**config.mk**
```make
export PLATFORM = sky130hd
export DESIGN_NAME = vga_sync_gen
export DESIGN_NICKNAME = d
export VERILOG_FILES = /design/src/rtl/vga_sync_gen.sv
export SDC_FILE = /design/constraint.sdc
export NUM_CORES = 1
export LEC_CHECK = 0
export ABC_AREA = 1
export ABC_CLOCK_PERIOD_IN_PS = 1460
export CAP_MARGIN = 20
export CORE_MARGIN = 3
export CORE_UTILIZATION = 45
export CTS_CLUSTER_DIAMETER = 40
export DETAILED_ROUTE_END_ITERATION = 8
export PLACE_DENSITY_LB_ADDON = 0.08
export RECOVER_POWER = 50
export SETUP_SLACK_MARGIN = 0.05
export SKIP_LAST_GASP = 1
export SLEW_MARGIN = 5
export SYNTH_ARGS = -nofsm -noshare
export SYNTH_HDL_FRONTEND = slang
export SYNTH_SLANG_ARGS = --single-unit
```
**constraint.sdc**
```tcl
create_clock -name i_clk -period 1.46 [get_ports i_clk]
set_clock_uncertainty 0.2 [all_clocks]
set_input_delay 0.292 -clock i_clk [delete_from_list [all_inputs] [get_ports i_clk]]
set_output_delay 0.292 -clock i_clk [all_outputs]
set_load 0.02 [all_outputs]
```
**src/rtl/vga_sync_gen.sv**
```systemverilog
// ---------------------------------------------------------------------------
// vga_sync_gen
//   Raster timing source for the VGA path. It divides the system clock into a
//   pixel enable, runs the horizontal/vertical position counters and decodes
//   HSYNC, VSYNC, the visible-area flag and an end-of-frame pulse. The default
//   parameters give 640x480 @ 60 Hz (800x525 total) from a 100 MHz clock.
//
//   H_TOTAL (sum of H_*) and V_TOTAL (sum of V_*) must each be <= 1024.
//   CLK_DIV is legal from 1 to 16. With CLK_DIV = 1 no divider is built and
//   o_p_tick is held high.
//
// Ports
//   i_clk        in   system clock, all logic on the rising edge
//   i_reset      in   asynchronous, active-high reset
//   o_p_tick     out  pixel enable, high one i_clk cycle in every CLK_DIV
//   o_x          out  horizontal count, 0..H_TOTAL-1
//   o_y          out  vertical count, 0..V_TOTAL-1
//   o_hsync      out  horizontal sync, active level = SYNC_POL
//   o_vsync      out  vertical sync, active level = SYNC_POL
//   o_video_on   out  high inside the visible area
//   o_frame_tick out  one-cycle pulse on the last pixel tick of a frame
// ---------------------------------------------------------------------------
module vga_sync_gen #(
    parameter int CLK_DIV   = 4,
    parameter int H_DISPLAY = 640,
    parameter int H_FRONT   = 16,
    parameter int H_SYNC    = 96,
    parameter int H_BACK    = 48,
    parameter int V_DISPLAY = 480,
    parameter int V_FRONT   = 10,
    parameter int V_SYNC    = 2,
    parameter int V_BACK    = 33,
    parameter bit SYNC_POL  = 1'b0
) (
    input  logic       i_clk,
    input  logic       i_reset,
    output logic       o_p_tick,
    output logic [9:0] o_x,
    output logic [9:0] o_y,
    output logic       o_hsync,
    output logic       o_vsync,
    output logic       o_video_on,
    output logic       o_frame_tick
);

    localparam int H_TOTAL = H_DISPLAY + H_FRONT + H_SYNC + H_BACK;
    localparam int V_TOTAL = V_DISPLAY + V_FRONT + V_SYNC + V_BACK;

    localparam logic [9:0] H_LAST = 10'(H_TOTAL - 1);
    localparam logic [9:0] V_LAST = 10'(V_TOTAL - 1);

    // Sync windows, inclusive bounds.
    localparam logic [9:0] HS_FIRST = 10'(H_DISPLAY + H_FRONT);
    localparam logic [9:0] HS_LAST  = 10'(H_DISPLAY + H_FRONT + H_SYNC - 1);
    localparam logic [9:0] VS_FIRST = 10'(V_DISPLAY + V_FRONT);
    localparam logic [9:0] VS_LAST  = 10'(V_DISPLAY + V_FRONT + V_SYNC - 1);

    // Visible limits compared at 11 bits so a 1024-wide display still works.
    localparam logic [10:0] H_VIS = 11'(H_DISPLAY);
    localparam logic [10:0] V_VIS = 11'(V_DISPLAY);

    logic       p_tick;
    logic [9:0] x_q, x_d;
    logic [9:0] y_q, y_d;

    // -----------------------------------------------------------------------
    // Pixel-clock divider
    // -----------------------------------------------------------------------
    if (CLK_DIV == 1) begin : g_no_div
        assign p_tick = 1'b1;
    end else begin : g_div
        localparam int DIV_W = $clog2(CLK_DIV);
        localparam logic [DIV_W-1:0] DIV_LAST = DIV_W'(CLK_DIV - 1);

        logic [DIV_W-1:0] div_q, div_d;

        always_comb begin
            div_d = (div_q == DIV_LAST) ? '0 : div_q + 1'b1;
        end

        // NOTE: sequential state uses non-blocking assignments so every
        // register samples the pre-edge values regardless of block ordering.
        always_ff @(posedge i_clk or posedge i_reset) begin
            if (i_reset) begin
                div_q <= '0;
            end else begin
                div_q <= div_d;
            end
        end

        // Tick on the last divider state, so the first pixel advance after
        // reset release comes exactly CLK_DIV edges later.
        assign p_tick = (div_q == DIV_LAST);
    end

    // -----------------------------------------------------------------------
    // Position counters
    // -----------------------------------------------------------------------
    always_comb begin
        // NOTE: hold-value defaults first, so no path leaves x_d/y_d
        // unassigned and no latch is inferred.
        x_d = x_q;
        y_d = y_q;
        if (p_tick) begin
            if (x_q == H_LAST) begin
                x_d = '0;
                y_d = (y_q == V_LAST) ? '0 : y_q + 10'd1;
            end else begin
                x_d = x_q + 10'd1;
            end
        end
    end

    always_ff @(posedge i_clk or posedge i_reset) begin
        if (i_reset) begin
            x_q <= '0;
            y_q <= '0;
        end else begin
            x_q <= x_d;
            y_q <= y_d;
        end
    end

    // -----------------------------------------------------------------------
    // Output decode: purely combinational from the counters so sync and
    // blanking line up cycle-exactly with o_x/o_y.
    // -----------------------------------------------------------------------
    logic h_active;
    logic v_active;

    assign h_active = (x_q >= HS_FIRST) && (x_q <= HS_LAST);
    assign v_active = (y_q >= VS_FIRST) && (y_q <= VS_LAST);

    assign o_p_tick     = p_tick;
    assign o_x          = x_q;
    assign o_y          = y_q;
    assign o_hsync      = h_active ? SYNC_POL : ~SYNC_POL;
    assign o_vsync      = v_active ? SYNC_POL : ~SYNC_POL;
    assign o_video_on   = ({1'b0, x_q} < H_VIS) && ({1'b0, y_q} < V_VIS);
    assign o_frame_tick = p_tick && (x_q == H_LAST) && (y_q == V_LAST);

endmodule

```
==> out/qor.txt, run 1 <==
Worst slew margin = 60.0%
worst slew pin tran = 0.599 ns
DR vias/cell = 6.25
Fin. Hold Viols = 0
post-synth design cell area = 1320 um^2
drt pass-1 iters = 5
final setup margin = -0.812 ns
Layout Nets = 279
sequential fraction of the synthesis area = 41.7%
critical-path cell list = inv_1 -> ha_1 -> nand2_1 -> nor4_4 -> buf_4
TritonCTS clock tree = done
CTS Buf Count = 3
Pwr Density = 382 nW/um^2
DRC violation total after the first TritonRoute iteration = 258
combinational power share = 1.6%
number of global-route vias before repair = 1,615
Congestion Overflow GR = 0
fin crit period = 2.27 ns
Min-Delay Path Class = flop to flop
initial core utilization = 47.5%
Area growth syn-to-layout = 101%
crit path launch type = flop
I/O Buffers = 26
Max Fclk = 440 MHz
initial antenna violation count = 0
Switch Pwr = 0.000247 W
Clock transition at path regs = 0.15 ns
CTS H-tree depth = 1
Antenna Nets Post-Route = 0
Synth Area per Inst = 7.50 um^2
Die Width = 60.2 um
Syn Nets = 184
CP endpoint kind = primary output
reg2reg path depth = 10
antenna cells = 0
hold slack = 0.299 ns
# clock sinks = 22
commonest non-fill, non-tap cell in the layout = buf_6
Final GP Congestion = 0.884
drc violations = 0
Worst-Skew Late Latency = 0.34 ns
Pint = 0.000765 W
WS Path Type = flop to primary output
share of layout cells above drive strength 1 = 62.6%
Period Utilization, post-route = 156%
Net Sw Frac = 24.4%
utilization after layout = 95.2%
drt wl/cell = 23.8 um
DPL Wire Length = 2780 um
critical path's slowest cell = dfrtp_2
violations in the final reports = negative setup slack
multi-input logic area = 937 um^2
wire length of the first global-routing pass = 7310 um
clock share of power = 38.2%
CP Max Fanout = 2
Max VDD drop = 487 uV
critical path required time = 0.97 ns
max incr delay on CP = 0.45 ns
die footprint = 3620 um^2
Die Y = 60.2 um
RSZ-0062 raised after global routing = true
worst path arrival time = 1.78 ns
commonest cells after routing, fill and taps aside = buf_6, buf_4, nand2_1
final slew viol count = 0
clock root buffer = clkbuf_4
I/O pin cnt = 27
Clock Path Buffers = 2
post-synthesis sequential element count = 22
largest net degree at the start of global routing = 23
Vias = 1,880
leakage power = 1.22 nW
Max Cap Viol = 0
Rows = 19
final setup violation count = 45
final wirelength = 7150 um
Std-Cell Core Area = 2780 um^2
gate count of the mapped netlist = 176
hold path depth = 1
status = finished, violations left
gr usage total = 27.2%
Reg area = 566 um^2
Filler cells = 67
Yosys warnings = 0
Reg power frac = 60.2%
library cells used by synthesis = 23
==> path summary, 6_finish.rpt <==
kind / from / endpoint / slack [ns]
max reg2reg: o_x[7] / o_y[6] / -0.53
min reg2reg: g_div.div_q[0] / g_div.div_q[0] / 0.30
min in group asynchronous: i_reset / o_y[8] / 0.35
max in group asynchronous: i_reset / o_x[8] / 0.29
max: o_y[1] / o_frame_tick / -0.81
min: g_div.div_q[0] / g_div.div_q[0] / 0.30
==> cell type report <==
class | count | share of cell area (%)
Multi-Input combinational cell | 124 | 35.4
Tap cell | 31 | 1.46
Clock buffer | 4 | 1.37
Inverter | 26 | 4.53
Timing Repair Buffer | 94 | 35.9
Sequential cell | 22 | 21.4
==> power groups by stage <==
stage          clock network [W]    logic, W  registers, W
2_1_floorplan                  0  0.00000907      0.000621
5_1_grt                 0.000383   0.0000184      0.000609
3_5_place_dp                   0   0.0000225      0.000621
3_3_place_gp                   0   0.0000223      0.000621
4_1_cts                 0.000368   0.0000224      0.000609
6_report                0.000387   0.0000163      0.000609
==> cell usage after synthesis (all sizes together) <==
| library cell | instances | share of area [%] |
|---|---|---|
| nand3b | 1 | 0.57 |
| buf | 3 | 1.8 |
| xor2 | 6 | 4.0 |
| a31oi | 1 | 0.47 |
| nor3 | 7 | 2.7 |
| nand3 | 19 | 7.2 |
| or2 | 1 | 0.47 |
| nor4 | 2 | 1.4 |
| inv | 26 | 7.4 |
| nand2 | 37 | 11 |
| nor2 | 27 | 8.6 |
| o211ai | 1 | 0.57 |
| ha | 6 | 5.7 |
| o21ai | 10 | 3.8 |
| dfrtp | 22 | 42 |
| clkbuf | 1 | 0.28 |
| nand4 | 6 | 2.8 |
==> worst max-delay path, delay by kind of cell, from the launching register on <==
family                   cells  cell delay, ns
adder cells (fa/ha/maj)      1            0.22
AND/OR/NAND/NOR              2            0.45
buffers and inverters        2            0.32
flip-flops                   1            0.45
==> per-layer routing <==
metal,routed length (um),vias up,GRT usage [%]
met4,635,0,12.3
met1,2530,893,30.2
li1,-,754,-
met2,3480,165,50.9
met5,0,-,0
met3,507,68,3.02
==> stage by stage <==
stage / instance area [um^2] / std cells / total power [W] / setup slack, ns / TNS [ns]
floorplan: 1390 / 176 / 0.000630 / -0.411 / -1.77
global placement: 1990 / 273 / 0.000643 / -0.736 / -6.65
detailed placement: 1990 / 273 / 0.000643 / -0.763 / -7.62
CTS: 2340 / 290 / 0.000999 / -0.612 / -6.72
global route: 2650 / 301 / 0.00101 / -0.804 / -12.10
finish: 2650 / 301 / 0.00101 / -0.812 / -11.43
==> logic make-up after synthesis <==
kind of cell,share of synthesized area (%)
simple gates,34.3
buf+inv,9.48
flops,41.7
compound gates,4.83
xor+xnor,3.98
fa+ha+maj,5.69
==> repair_timing <==
item,in CTS,in global routing
hold buffers,0,0
gates cloned,2,1
setup endpoints to repair,41,44
buffers inserted,11,15
pin swaps,11,15
resized for setup,200,66
==> state kept, by name (all words and copies together) (netlist names) <==
name,flops
g_div.div_q,2
o_x,10
o_y,10
Note: power is estimated with default switching activity, not from simulation.
==> run 2, diff against run 1 <==
--- a/config.mk
+++ b/config.mk
@@ -12,6 +12,7 @@
 export CORE_UTILIZATION = 45
 export CTS_CLUSTER_DIAMETER = 40
 export DETAILED_ROUTE_END_ITERATION = 8
+export HOLD_SLACK_MARGIN = 0.08
 export PLACE_DENSITY_LB_ADDON = 0.08
 export RECOVER_POWER = 50
 export SETUP_SLACK_MARGIN = 0.05
==> run 2 against run 1 <==
Against the previous run:
- the run still ends with negative setup slack left
- register-to-register slack gained 0.03 ns
- global-route usage decreased by 0.36 points
- power is 0.51% higher
- design area did not move
- non-clock buffer count increased by 1
- largest cell class unchanged
- highest routed layer unchanged
==> out/qor.txt, run 2 (same netlist as run 1, synthesis figures left out) <==
status = finished, violations left
Rows = 19 (unchanged)
Max Fclk = 453 MHz (+2.8%)
Final GP Congestion = 0.884 (unchanged)
CTS Buf Count = 3 (unchanged)
Area growth syn-to-layout = 101% (unchanged)
commonest non-fill, non-tap cell in the layout = buf_6
final setup violation count = 45 (unchanged)
DPL Wire Length = 2780 um (unchanged)
violations in the final reports = negative setup slack
CP endpoint kind = primary output
Worst slew margin = 77.1% (+17 points)
die footprint = 3620 um^2 (unchanged)
I/O Buffers = 26 (unchanged)
final slew viol count = 0 (unchanged)
Clock transition at path regs = 0.15 ns (about the same)
# clock sinks = 22 (unchanged)
fin crit period = 2.21 ns (-0.0620 ns)
Die Width = 60.2 um (unchanged)
share of layout cells above drive strength 1 = 62.0% (-0.60 points)
initial core utilization = 47.5% (unchanged)
total power = 0.00102 W (+0.51%)
largest net degree at the start of global routing = 23 (unchanged)
Congestion Overflow GR = 0 (unchanged)
DR vias/cell = 6.03 (-3.5%)
Die Y = 60.2 um (unchanged)
final wirelength = 6790 um (-5.0%)
CP Max Fanout = 2 (unchanged)
Pwr Density = 384 nW/um^2 (+0.51%)
WS Path Type = flop to primary output
RSZ-0062 raised after global routing = true
Antenna Nets Post-Route = 0 (unchanged)
Worst-Skew Late Latency = 0.34 ns (about the same)
number of global-route vias before repair = 1,621 (+0.37%)
Fin. Hold Viols = 0 (unchanged)
drt wl/cell = 22.5 um (-5.3%)
critical path required time = 0.97 ns (about the same)
CTS H-tree depth = 1 (unchanged)
initial antenna violation count = 0 (unchanged)
gr usage total = 26.8% (-0.36 points)
leakage power = 1.24 nW (+1.3%)
worst path arrival time = 1.72 ns (-0.06 ns)
Vias = 1,820 (-3.2%)
drt pass-1 iters = 5 (unchanged)
crit path launch type = flop
Place WS = -0.763 ns (unchanged)
clock root buffer = clkbuf_4
worst slew pin tran = 0.344 ns (-0.255 ns)
Min-Delay Path Class = flop to flop
commonest cells after routing, fill and taps aside = buf_6, buf_4, nand2_1
Layout Nets = 280 (+0.36%)
DRC violation total after the first TritonRoute iteration = 231 (-10%)
Max Cap Viol = 0 (unchanged)
drc violations = 0 (unchanged)
antenna cells = 0 (unchanged)
Period Utilization, post-route = 151% (-4.2 points)
Max VDD drop = 452 uV (-7.3%)
wire length of the first global-routing pass = 7220 um (-1.2%)
Std-Cell Core Area = 2780 um^2 (unchanged)
final setup margin = -0.750 ns (+0.0620 ns)
Clock Path Buffers = 2 (unchanged)
TritonCTS clock tree = done
I/O pin cnt = 27 (unchanged)
==> run 2: final cells by class <==
type	instances	area (um^2)
repair buffers	95	963
multi-input cells	124	925
well taps	31	38.8
inverters	26	120
flip-flops and latches	22	566
clock buffers	4	36.3
fillers	65	133
==> run 2: power by group <==
group / internal [W] / leakage, nW / switching [W]
sequential: 0.000609 / 0.273 / 0
combinational: 0.00000587 / 0.942 / 0.0000139
clock: 0.000153 / 0.0210 / 0.000236
total: 0.000768 / 1.24 / 0.000250
==> run 2: worst paths after layout <==
kind | start | endpoint | slack [ns] | cells after the start
max | o_y[8] | o_frame_tick | -0.75 | 4
min | g_div.div_q[0] | g_div.div_q[0] | 0.24 | 1
max reg2reg | o_x[7] | o_y[8] | -0.50 | 9
min reg2reg | g_div.div_q[0] | g_div.div_q[0] | 0.24 | 1
max in group asynchronous | i_reset | o_y[2] | 0.10 | 4
min in group asynchronous | i_reset | o_x[2] | 0.68 | 4
==> run 2: timing repair <==
action,CTS,global route
buffers inserted,11,15
cloned,2,1
gates resized for setup,200,65
pin swaps,11,14
setup endpoints to repair,41,44
hold endpoints to repair,22,0
hold buffers,1,0
==> run 2: per-stage QoR <==
step / hold slack (ns) / setup TNS (ns) / cell area, um^2 / utilization, % / cells
2_1_floorplan: 0.0804 / -1.77 / 1390 / - / 176
3_3_place_gp: 0.218 / -6.65 / 1990 / 71.7 / 273
3_5_place_dp: 0.229 / -7.62 / 1990 / 71.7 / 273
4_1_cts: 0.245 / -6.72 / 2350 / 84.6 / 291
5_1_grt: 0.243 / -12.22 / 2650 / 95.2 / 302
6_report: 0.237 / -10.91 / 2650 / 95.2 / 302
==> run 2: worst max-delay path: stages (launching register included) <==
cell and delay (ns):
dfrtp_1 0.45, nor2_1 0.28, nand2_1 0.16, nor4_4 0.30
buf_4 0.18
==> run 2: metal layers <==
metal	up-vias	GRT usage, %	share of wire (%)
li1	756	-	-
met5	-	0	0
met3	42	3.02	7.1
met2	147	50.0	51
met4	0	12.3	5.9
met1	875	29.9	36
